`src/rtl/evm_vote_tally.sv`:
```
// evm_vote_tally
//   Vote capture and BCD tally block feeding the four-digit seven-segment
//   display driver of the EVM.
//
//   A rising edge on exactly one candidate button, while in voting mode and
//   idle, adds one vote to that candidate and to the running total. The vote
//   LED is then held for LOCK_CYCLES clocks, during which every button is
//   ignored. The ballot re-arms only after all buttons are released.
//   Simultaneous presses are rejected and also wait for a full release.
//
// Ports
//   clk_100MHz   : system clock
//   reset        : synchronous, active-high reset
//   vote_btn     : candidate buttons, debounced and synchronised, bit i = cand i
//   result_mode  : 0 = show total, 1 = show the candidate chosen by view_sel
//   view_sel     : candidate index shown in result mode
//   ones..thousands : registered BCD digits of the displayed tally
//   vote_led     : high for LOCK_CYCLES clocks after an accepted vote
//   busy         : high whenever the ballot FSM is not idle
module evm_vote_tally #(
  parameter int unsigned LOCK_CYCLES = 100000000
) (
  input  logic       clk_100MHz,
  input  logic       reset,
  input  logic [3:0] vote_btn,
  input  logic       result_mode,
  input  logic [1:0] view_sel,
  output logic [3:0] ones,
  output logic [3:0] tens,
  output logic [3:0] hundreds,
  output logic [3:0] thousands,
  output logic       vote_led,
  output logic       busy
);

  typedef enum logic [1:0] {
    IDLE,
    LOCKOUT,
    WAIT_REL
  } state_t;

  // The counter only ever holds LOCK_CYCLES-1 down to 0.
  localparam int unsigned CW = (LOCK_CYCLES > 1) ? $clog2(LOCK_CYCLES) : 1;
  localparam logic [CW-1:0] LOCK_LOAD = CW'(LOCK_CYCLES - 1);

  state_t        state_q, state_d;
  logic [CW-1:0] cnt_q, cnt_d;
  logic          led_q, led_d;
  logic [3:0]    btn_prev_q;
  logic [15:0]   cand_q [4];
  logic [15:0]   cand_d [4];
  logic [15:0]   total_q, total_d;
  logic [15:0]   disp_q, disp_d;

  logic [3:0]    rise;
  logic          multi_rise;
  logic          single_rise;

  // Four-digit BCD increment with ripple carry; 9999 saturates.
  function automatic logic [15:0] bcd_inc(input logic [15:0] v);
    logic [15:0] r;
    logic        carry;
    r     = v;
    carry = 1'b1;
    if (v != 16'h9999) begin
      for (int unsigned i = 0; i < 4; i++) begin
        if (carry) begin
          if (r[4*i +: 4] == 4'd9) begin
            r[4*i +: 4] = 4'd0;
          end else begin
            r[4*i +: 4] = r[4*i +: 4] + 4'd1;
            carry       = 1'b0;
          end
        end
      end
    end
    return r;
  endfunction

  assign rise        = vote_btn & ~btn_prev_q;
  // Clearing the lowest set bit leaves something only if two or more were set.
  assign multi_rise  = |(rise & (rise - 4'd1));
  assign single_rise = (rise != 4'd0) && !multi_rise;

  always_comb begin
    state_d = state_q;
    cnt_d   = cnt_q;
    led_d   = led_q;
    cand_d  = cand_q;
    total_d = total_q;

    case (state_q)
      IDLE: begin
        if (!result_mode) begin
          if (single_rise) begin
            for (int unsigned i = 0; i < 4; i++) begin
              if (rise[i]) begin
                cand_d[i] = bcd_inc(cand_q[i]);
              end
            end
            total_d = bcd_inc(total_q);
            cnt_d   = LOCK_LOAD;
            led_d   = 1'b1;
            state_d = LOCKOUT;
          end else if (multi_rise) begin
            state_d = WAIT_REL;
          end
        end
      end
      LOCKOUT: begin
        if (cnt_q == '0) begin
          led_d   = 1'b0;
          state_d = WAIT_REL;
        end else begin
          cnt_d = cnt_q - CW'(1);
        end
      end
      WAIT_REL: begin
        if (vote_btn == '0) begin
          state_d = IDLE;
        end
      end
      default: begin
        state_d = IDLE;
      end
    endcase

    disp_d = result_mode ? cand_q[view_sel] : total_q;
  end

  always_ff @(posedge clk_100MHz) begin
    if (reset) begin
      state_q    <= IDLE;
      cnt_q      <= '0;
      led_q      <= 1'b0;
      // All-ones so a button held through reset never looks like a new press.
      btn_prev_q <= '1;
      for (int unsigned i = 0; i < 4; i++) begin
        cand_q[i] <= '0;
      end
      total_q    <= '0;
      disp_q     <= '0;
    end else begin
      state_q    <= state_d;
      cnt_q      <= cnt_d;
      led_q      <= led_d;
      btn_prev_q <= vote_btn;
      for (int unsigned i = 0; i < 4; i++) begin
        cand_q[i] <= cand_d[i];
      end
      total_q    <= total_d;
      disp_q     <= disp_d;
    end
  end

  assign ones      = disp_q[3:0];
  assign tens      = disp_q[7:4];
  assign hundreds  = disp_q[11:8];
  assign thousands = disp_q[15:12];
  assign vote_led  = led_q;
  assign busy      = (state_q != IDLE);

endmodule

```
`config.mk`:
```
export PLATFORM = sky130hd
export DESIGN_NAME = evm_vote_tally
export DESIGN_NICKNAME = d
export VERILOG_FILES = /design/src/rtl/evm_vote_tally.sv
export SDC_FILE = /design/constraint.sdc
export NUM_CORES = 1
export LEC_CHECK = 0
export BUFFER_PORTS_ARGS = -buffer_cell sky130_fd_sc_hd__clkbuf_2
export CORE_MARGIN = 4
export CORE_UTILIZATION = 50
export CTS_CLUSTER_SIZE = 12
export DETAILED_ROUTE_END_ITERATION = 8
export GPL_TIMING_DRIVEN = 0
export PLACE_DENSITY = 0.64
export SLEW_MARGIN = 20
export SYNTH_ARGS = -nofsm -noshare
export SYNTH_HDL_FRONTEND = slang
export SYNTH_SLANG_ARGS = --single-unit
```
`constraint.sdc`:
```
create_clock -name clk_100MHz -period 4.2 [get_ports clk_100MHz]
set_input_delay 0.21 -clock clk_100MHz [delete_from_list [all_inputs] [get_ports clk_100MHz]]
set_output_delay 0.21 -clock clk_100MHz [all_outputs]
set_load 0.02 [all_outputs]
```
==> impl_metrics.yaml <==
synthesis:
  ys_seq_area_share_pct: 37.53
  yosysMostFrequentCell: "dfxtp_1"
  synth_nets: 804
  syn_area_per_cell_um2: 8.733
  async_flop_share_pct: 0
  syn-cell-area_um2: 6934
  synth_top_area_share_pct: 37.53
  yosysTopAreaCell: "dfxtp_1"
  yosys-top-cells-count: "dfxtp_1 (130), nor2_1 (68), a21oi_1 (66), nand2_1 (44), inv_1 (34)"
  synth_area_leaders: "dfxtp_1 (38%), mux4_2 (5.2%), a21oi_1 (4.8%), mux2i_1 (4.3%), nor2_1 (3.7%)"
  synth_ff_type: "dfxtp_1"
  synthCells: 794
  synthDistinctLibCells: 69
  yosys_warnings: 0
  ys_ff_latch: 130
  synth_edf_count: 0
run_status:
  status: "finished clean"
detailed_routing:
  drt_iter0_markers: 610
  first_pass_iters: 5
  ant_nets: 0
  drt-total-wl_um: 19980
  drc_errors: 0
  via_per_inst: 6.281
  avgRoutedWirePerCell_um: 19.53
  routed-via-count: 6425
global_routing:
  antenna_found_initial: 0
  grt_pass1_wl_um: 31530
  grt_use_total_pct: 25.42
  first_global_vias: 5999
  gr-total-overflow: 0
  grt_max_degree: 17
worst_setup_path:
  worst_setup_path_start_kind: "register"
  path_max_fanout: 10
  crit_type: "reg -> reg"
  worstSetupEndpointType: "register"
  crit_arrival_ns: 2.98
  crit_required_ns: 4.47
sta:
  totalNegativeSetupSlack_ns: 0
  post-route-period-util_pct: 64.40
  fin_skew_ns: 0.006592
  final-setup-viol-count: 0
  slew-limit-headroom_pct: 34.21
  period_needed_ns: 2.705
  fmax_mhz: 369.7
  grt_setup_unrepaired: "no"
  hold_viol_final: 0
  max_slew.worst_pin.slew_ns: 0.9778
  whs_ns: 0.02150
  drv_slew: 0
pwr:
  p_leak_nw: 2.641
  ir_drop_mv: 0.3015
  p_per_area_nw_per_um2: 406.7
die:
  fp.dieArea_um2: 15820
  die_h_um: 125.8
  ios: 27
  coreArea_um2: 13400
  num_rows: 42
  die_w_um: 125.8
  start_util_pct: 51.75
flow_run:
  cap_violations: 0
layout:
  num-nets-final: 845
  multi_input_area_um2: 4021
  area_delta_synth_final_pct: 13.62
  layout-drive-gt1-share_pct: 12.99
  fill_cells: 1156
  seq_area_um2: 2603
  diodes: 0
  final_core_util_pct: 58.80
clock_tree:
  cts_tree: "done"
  clockBufferDepth: 2
  insertion_delay_ns: 0.43
  clock_sinks: 130
  clockRootBuffer: "clkbuf_16"
  postCtsSetupBuffers: 0
  ctsResizeCount: 0
  numCtsBuffers: 17
  ctsHoldBuffers: 0
  clk_pin_slew_ns: 0.06
  htreeDepth: 4
place:
  post-dp-hpwl_um: 14630
  portBuffers: 22
  globalplace.congestion: 0.9588
worst_hold_path:
  hold_path.class: "in -> reg"
-- final cells by class --
class,count,area share [%]
multi-input combinational,588,51.04
tap,176,2.795
clock inverter,9,1.636
sequential,130,33.03
timing repair buffer,22,1.397
buffer,41,2.287
clock buffer,22,6.146
inverter,35,1.667
-- metal layers --
layer / up-vias / wire length, um / global-route usage [%]
li1: 3085 / - / -
met1: 3073 / 8418 / 31.94
met2: 219 / 9747 / 41.94
met3: 48 / 1177 / 4.953
met4: 0 / 641 / 12.56
met5: - / 0 / 0
-- report_power, final --
group	internal, mW	switching (mW)
Clock	0.989	0.543
Combinational	0.119	0.240
Sequential	1.27	0.0404
-- worst paths after layout --
| path | slack [ns] | depth (start not counted) | end | start |
|---|---|---|---|---|
| max | 1.50 | 8 | cnt_q[15]$_SDFFE_PP0P_ | cnt_q[0]$_SDFFE_PP0P_ |
| min | 0.02 | 2 | btn_prev_q[0]$_SDFF_PP1_ | vote_btn[0] |
| max reg2reg | 1.50 | 8 | cnt_q[15]$_SDFFE_PP0P_ | cnt_q[0]$_SDFFE_PP0P_ |
| min reg2reg | 0.47 | 2 | cnt_q[26]$_SDFFE_PP0P_ | cnt_q[26]$_SDFFE_PP0P_ |
-- registers in the layout (all words and copies together), names as in the netlist --
| register | cells |
|---|---|
| vote_led | 1 |
| total_q | 16 |
| state_q | 2 |
| cnt_q | 27 |
| disp_q | 16 |
| btn_prev_q | 4 |
| cand_q | 64 |
-- stage by stage --
| stage | instance area, um^2 | worst slack, ns | power (mW) | std cells |
|---|---|---|---|---|
| floorplan | 6934 | 2.100 | 1.587 | 794 |
| global placement | 7264 | 1.644 | 1.679 | 992 |
| detailed placement | 7266 | 1.585 | 1.690 | 992 |
| CTS | 7879 | 1.574 | 3.220 | 1023 |
| global route | 7879 | 1.305 | 3.318 | 1023 |
| finish | 7879 | 1.495 | 3.204 | 1023 |
-- logic make-up (layout without fill, tap and decap cells) --
logic type / count (synthesis) / after routing / share of synthesized area, %
AOI/OAI and AO/OA: 174 / 174 / 15.95
xor gates and xnor gates: 23 / 23 / 2.905
adders and majority gates: 1 / 1 / 0.1804
buffers and inverters: 76 / 129 / 4.493
DFF: 130 / 130 / 37.53
muxes: 51 / 51 / 10.34
and+or+nand+nor: 339 / 339 / 28.60
-- cells in the final DEF (no fill, tap or decap), types with 22 or more instances in the layout --
master and instances:
clkbuf_1 29, nor4_1 25, mux2i_1 30, nand2_1 44
a21oi_1 66, o21ai_0 27, inv_1 34, or4_1 22
dfxtp_1 130, nor2_1 68, clkbuf_2 23
-- critical path, stage by stage, from the launching register on --
cell	delay, ns
dfxtp_1	0.35
inv_1	0.07
ha_1	0.19
nor4b_1	0.47
nand4_1	0.36
o211ai_1	0.57
buf_2	0.32
or2_2	0.14
a31oi_1	0.07
Power figures use the tool's default switching activity.
